<file path="src/rtl/max_unpool.sv">
// Streaming max-unpooling: buffers one pooled row of {data, argmax}, then scatters
// each value into its POOL_SIZE x POOL_SIZE window with zero fill, row-major, channel fastest.
module max_unpool #(
  parameter int unsigned DATA_WIDTH  = 16,
  parameter int unsigned IN_WIDTH    = 4,
  parameter int unsigned IN_CHANNELS = 1,
  parameter int unsigned POOL_SIZE   = 2,
  localparam int unsigned IDX_W =
    ($clog2(POOL_SIZE * POOL_SIZE) < 1) ? 1 : $clog2(POOL_SIZE * POOL_SIZE)
) (
  input  logic                  clk,
  input  logic                  rst,
  input  logic                  in_valid,
  output logic                  in_ready,
  input  logic [DATA_WIDTH-1:0] in_data,
  input  logic [IDX_W-1:0]      in_idx,
  output logic                  out_valid,
  input  logic                  out_ready,
  output logic [DATA_WIDTH-1:0] out_data,
  output logic                  out_last
);

  localparam int unsigned DEPTH = IN_WIDTH * IN_CHANNELS;
  localparam int unsigned OUT_W = IN_WIDTH * POOL_SIZE;
  localparam int unsigned AW    = (DEPTH > 1) ? $clog2(DEPTH) : 1;
  localparam int unsigned XW    = (OUT_W > 1) ? $clog2(OUT_W) : 1;
  localparam int unsigned CW    = (IN_CHANNELS > 1) ? $clog2(IN_CHANNELS) : 1;
  localparam int unsigned MW    = (POOL_SIZE > 1) ? $clog2(POOL_SIZE) : 1;
  localparam int unsigned RW    = (IN_WIDTH > 1) ? $clog2(IN_WIDTH) : 1;

  typedef enum logic {FILL, EMIT} state_e;

  state_e                state_q;
  logic [AW-1:0]         fill_q;
  logic [RW-1:0]         row_q;
  logic [MW-1:0]         m_q;
  logic [XW-1:0]         x_q;
  logic [CW-1:0]         c_q;
  logic                  out_valid_q;
  logic                  out_last_q;
  logic [DATA_WIDTH-1:0] out_data_q;

  logic [DATA_WIDTH-1:0] buf_data_q [DEPTH];
  logic [IDX_W-1:0]      buf_idx_q  [DEPTH];

  logic                  in_fire, out_fire, fill_last;
  logic                  last_c, last_x, last_m, emit_done;
  logic [MW-1:0]         nxt_m_d, ld_m_d;
  logic [XW-1:0]         nxt_x_d, ld_x_d;
  logic [CW-1:0]         nxt_c_d, ld_c_d;
  logic [AW-1:0]         ld_addr_d;
  logic [31:0]           ld_pos_d;
  logic [DATA_WIDTH-1:0] ent_data_d, ld_data_d;
  logic [IDX_W-1:0]      ent_idx_d;
  logic                  ld_last_d;

  assign in_ready  = (state_q == FILL) && !rst;
  assign in_fire   = in_valid && in_ready;
  assign out_fire  = out_valid_q && out_ready;
  assign fill_last = (fill_q == AW'(DEPTH - 1));

  assign out_valid = out_valid_q;
  assign out_last  = out_last_q;
  assign out_data  = out_data_q;

  // Row buffer write; contents are left unreset on purpose.
  always_ff @(posedge clk) begin
    if (in_fire) begin
      buf_data_q[fill_q] <= in_data;
      buf_idx_q[fill_q]  <= in_idx;
    end
  end

  // Next output position and the beat value loaded there.
  always_comb begin
    last_c    = (c_q == CW'(IN_CHANNELS - 1));
    last_x    = (x_q == XW'(OUT_W - 1));
    last_m    = (m_q == MW'(POOL_SIZE - 1));
    emit_done = last_c && last_x && last_m;

    nxt_c_d = last_c ? '0 : c_q + CW'(1);
    nxt_x_d = x_q;
    if (last_c) nxt_x_d = last_x ? '0 : x_q + XW'(1);
    nxt_m_d = (last_c && last_x) ? m_q + MW'(1) : m_q;

    ld_m_d = nxt_m_d;
    ld_x_d = nxt_x_d;
    ld_c_d = nxt_c_d;
    if (state_q == FILL) begin
      ld_m_d = '0;
      ld_x_d = '0;
      ld_c_d = '0;
    end

    ld_addr_d = AW'((32'(ld_x_d) / POOL_SIZE) * IN_CHANNELS + 32'(ld_c_d));
    ld_pos_d  = 32'(ld_m_d) * POOL_SIZE + 32'(ld_x_d) % POOL_SIZE;

    // A single-entry row is read on the same edge it is written.
    ent_data_d = buf_data_q[ld_addr_d];
    ent_idx_d  = buf_idx_q[ld_addr_d];
    if ((state_q == FILL) && (ld_addr_d == fill_q)) begin
      ent_data_d = in_data;
      ent_idx_d  = in_idx;
    end

    ld_data_d = (32'(ent_idx_d) == ld_pos_d) ? ent_data_d : '0;
    ld_last_d = (ld_m_d == MW'(POOL_SIZE - 1)) && (ld_x_d == XW'(OUT_W - 1)) &&
                (ld_c_d == CW'(IN_CHANNELS - 1)) && (row_q == RW'(IN_WIDTH - 1));
  end

  always_ff @(posedge clk) begin
    if (rst) begin
      state_q     <= FILL;
      fill_q      <= '0;
      row_q       <= '0;
      m_q         <= '0;
      x_q         <= '0;
      c_q         <= '0;
      out_valid_q <= 1'b0;
      out_last_q  <= 1'b0;
      out_data_q  <= '0;
    end else begin
      case (state_q)
        FILL: begin
          if (in_fire) begin
            if (fill_last) begin
              fill_q      <= '0;
              state_q     <= EMIT;
              m_q         <= ld_m_d;
              x_q         <= ld_x_d;
              c_q         <= ld_c_d;
              out_valid_q <= 1'b1;
              out_data_q  <= ld_data_d;
              out_last_q  <= ld_last_d;
            end else begin
              fill_q <= fill_q + AW'(1);
            end
          end
        end
        EMIT: begin
          if (out_fire) begin
            if (emit_done) begin
              state_q     <= FILL;
              out_valid_q <= 1'b0;
              out_last_q  <= 1'b0;
              m_q         <= '0;
              x_q         <= '0;
              c_q         <= '0;
              row_q       <= (row_q == RW'(IN_WIDTH - 1)) ? '0 : row_q + RW'(1);
            end else begin
              m_q        <= ld_m_d;
              x_q        <= ld_x_d;
              c_q        <= ld_c_d;
              out_data_q <= ld_data_d;
              out_last_q <= ld_last_d;
            end
          end
        end
        default: state_q <= FILL;
      endcase
    end
  end

endmodule

</file>
<file path="config.mk">
export PLATFORM = sky130hd
export DESIGN_NAME = max_unpool
export DESIGN_NICKNAME = d
export VERILOG_FILES = /design/src/rtl/max_unpool.sv
export SDC_FILE = /design/constraint.sdc
export NUM_CORES = 1
export LEC_CHECK = 0
export CAP_MARGIN = 20
export CORE_ASPECT_RATIO = 0.9
export CORE_UTILIZATION = 30
export CTS_BUF_LIST = sky130_fd_sc_hd__clkbuf_16
export DETAILED_ROUTE_END_ITERATION = 7
export SYNTH_ARGS = -nofsm -noshare
export SYNTH_HDL_FRONTEND = slang
export SYNTH_SLANG_ARGS = --single-unit
</file>
<file path="constraint.sdc">
create_clock -name clk -period 4.36 [get_ports clk]
set_input_delay 0.654 -clock clk [delete_from_list [all_inputs] [get_ports clk]]
set_output_delay 0.654 -clock clk [all_outputs]
set_load 0.05 [all_outputs]
</file>
==> impl_metrics.csv <==
group,metric,value,unit
clock_network,clkTransAtPathRegs,60,ps
clock_network,postCtsSetupRepairBufs,0,
timing,period_needed,3150,ps
detailed_routing,num_vias,2826,
timing,fmax,317.5,MHz
floorplanning,start_util,30.91,%
clock_network,clockRootBuffer,"clkbuf_16",
floorplanning,coreArea,14110,um^2
layout,area_growth_syn_to_layout,21.69,%
clock_network,clockBufferDepth,2,
detailed_routing,drt_wl_total,9.236,mm
power,power_leakage,1.765,nW
layout,antenna_cells,0,
global_route,grt_pass1_vias,2807,
worst_hold_path,min-delay-path-class,"register to register",
synth,synth_flop_cell,"edfxtp_1",
worst_setup_path,required,3710,ps
detailed_routing,detail_route.wl_per_cell,15.87,um
timing,finalHoldViolations,0,
synth,synth_area,4360,um^2
synth,yosys.cell_types.count,46,
layout,fin_nets,414,
detailed_routing,viasPerCell,4.856,
worst_setup_path,criticalPathCategory,"primary input to output port",
global_route,grt_max_degree,35,
power,powerDensity,388.4,nW/um^2
timing,relSlewSlack,28.32,%
synth,ys_ff_latch,99,
status,status,"complete, no violations",
global_route,grt-ovfl-total,0,
clock_network,clk_latency,340,ps
clock_network,numClockSinks,99,
worst_setup_path,setup.worst_path.end_class,"output port",
placed_design,gp_congestion,0.7277,
synth,synth_warnings,0,
global_route,grt_pass1_wl,14.77,mm
global_route,grtUsageTotal,13.25,%
floorplanning,die_h,116.4,um
power,irDropWorstVdd,195.6,uV
synth,synth_seq_area_share,61.98,%
layout,drive_above_1_share,19.79,%
timing,tightestPinTransition,1069,ps
placed_design,dp_worst_setup_slack,1159,ps
job,maxCapViolations,0,
power,internal-power,1.637,mW
worst_setup_path,critPathLaunchType,"primary input",
timing,skew,10.11,ps
synth,synthArstFlopShare,0,%
global_route,antenna_found_initial,0,
placed_design,dp_hpwl,5.695,mm
floorplanning,die_w,129.1,um
timing,fin_hold_ws,464.4,ps
floorplanning,pin_count,41,
synth,syn_avg_cell_area,12.68,um^2
power,pwr-share-clk,43.5,%
timing,fin_crit_sh,72.24,%
power,seq_power_share,50.2,%
synth,postSynthCellCount,344,
timing,setup_viol,0,
clock_network,numCtsBuffers,9,
detailed_routing,drt_iter0_markers,109,
detailed_routing,drt_pass1_iterations,4,
timing,fin_tns_setup,0,ps
layout,design_area,5306,um^2
worst_setup_path,crit_fanout,14,
clock_network,cts_max_level,3,
floorplanning,die_area,15020,um^2
placed_design,portBuffers,40,
timing,drv_slew,0,
power,fin_total_pwr,2.061,mW
placed_design,dpl_cell_area,4966,um^2
detailed_routing,drcViolationCount,0,
detailed_routing,ant_nets,0,
clock_network,cts_tree,"done",
clock_network,cts.hold.buffers_added,0,
floorplanning,rows,41,
power,p_sw,0.4242,mW
power,comb_power_share,6.4,%
clock_network,post_cts_resized,0,
power,switching_share,20.58,%
synth,syn_nets,374,
synth,synth_edf_count,72,
timing,rsz0062_at_grt,"false",
timing,setup_ws,1210,ps
worst_setup_path,arrival,2500,ps
[synthesized netlist by cell type, types with 2 or more instances]
cell	count	area, um^2
inv_1	3	11.26
nor2b_1	4	25.02
o31ai_2	11	137.6
nand4_1	2	12.51
mux2i_1	3	30.03
ha_1	8	100.1
nand2_1	21	78.83
o31ai_1	6	45.04
or2_2	15	93.84
a21oi_1	41	205.2
dfxtp_1	27	540.5
o22ai_1	16	100.1
o21ai_0	3	15.01
nor3_1	20	100.1
buf_2	9	45.04
buf_6	3	33.78
mux2_2	15	168.9
and3_1	4	25.02
nand3b_1	16	120.1
nor2_1	13	48.80
edfxtp_1	72	2162
clkbuf_1	8	30.03
[metal layers]
| metal | wire length, um | share of wire [%] | vias to the layer above | global-route usage (%) |
|---|---|---|---|---|
| met4 | 113 | 1.2 | 0 | 5.647 |
| met1 | 4251 | 46 | 1379 | 16.65 |
| met2 | 4513 | 49 | 51 | 22.81 |
| li1 | - | - | 1386 | - |
| met3 | 357 | 3.9 | 10 | 2.061 |
| met5 | 0 | 0 | - | 0 |
[area by class of cell]
type | instances | area, um^2
inverter | 3 | 11.26
clock inverter | 7 | 115.1
sequential | 99 | 2703
timing repair buffer | 50 | 475.5
tap | 193 | 241.5
multi-input combinational | 221 | 1535
fill | 1338 | 8801
clock buffer | 9 | 225.2
[worst paths after layout]
path                             from                       end  slack (ps)  cells past startpoint
setup reg to reg  x_q[0]$_SDFFE_PP0P_  out_data[1]$_SDFFE_PP0P_        1570                      8
setup / recovery                  rst                  in_ready        1210                      3
hold / removal    x_q[1]$_SDFFE_PP0P_       x_q[1]$_SDFFE_PP0P_         460                      2
hold reg to reg   x_q[1]$_SDFFE_PP0P_       x_q[1]$_SDFFE_PP0P_         460                      2
[sequential cells by signal, indices dropped and copies added, names as in the netlist]
name,count
buf_data_q,64
out_data,16
buf_idx_q,8
x_q,3
fill_q,2
row_q,2
last_m,1
out_last,1
out_valid,1
state_q,1
[layout by cell type (no fill, tap or decap), types with 2 or more instances in the layout]
master | Yosys | final
ha_1 | 8 | 8
o21ai_0 | 3 | 3
nor3_1 | 20 | 19
nor2_1 | 13 | 13
dfxtp_1 | 27 | 27
a21oi_1 | 41 | 41
nand3b_1 | 16 | 16
or2_2 | 15 | 15
and3_1 | 4 | 4
clkbuf_16 | 0 | 9
mux2i_1 | 3 | 3
edfxtp_1 | 72 | 72
bufinv_16 | 0 | 3
nand2_1 | 21 | 21
inv_1 | 3 | 3
o22ai_1 | 16 | 16
clkdlybuf4s50_1 | 0 | 40
o31ai_1 | 6 | 6
buf_4 | 1 | 10
nor2b_1 | 4 | 4
o31ai_2 | 11 | 11
nand4_1 | 2 | 2
mux2_2 | 15 | 15
[stage by stage]
stage               util [%]  cells
global route           37.61    582
finish                 37.61    582
CTS                    37.61    582
global placement       35.20    566
detailed placement     35.20    566
floorplan                  -    344
[power by group through the flow]
stage | Combinational [mW] | Clock (mW) | Sequential (mW)
global placement | 0.130 | 0 | 1.05
global route | 0.145 | 0.953 | 1.04
CTS | 0.134 | 0.913 | 1.03
finish | 0.131 | 0.896 | 1.03
detailed placement | 0.133 | 0 | 1.05
floorplan | 0.0767 | 0 | 1.05
[critical path: stages]
cell,delay (ps)
clkdlybuf4s50_1,690
nor2_1,300
clkdlybuf4s50_1,850
[kinds of logic after synthesis]
| group | after synthesis | share of synthesized area [%] |
|---|---|---|
| and+or+nand+nor | 106 | 13.66 |
| DFF | 99 | 61.98 |
| AOI/OAI and AO/OA | 87 | 14.12 |
| buffers and inverters | 24 | 2.927 |
| muxes | 19 | 4.821 |
| adders and majority gates | 8 | 2.296 |
| xor gates and xnor gates | 1 | 0.2009 |
Power figures use the tool's default switching activity.
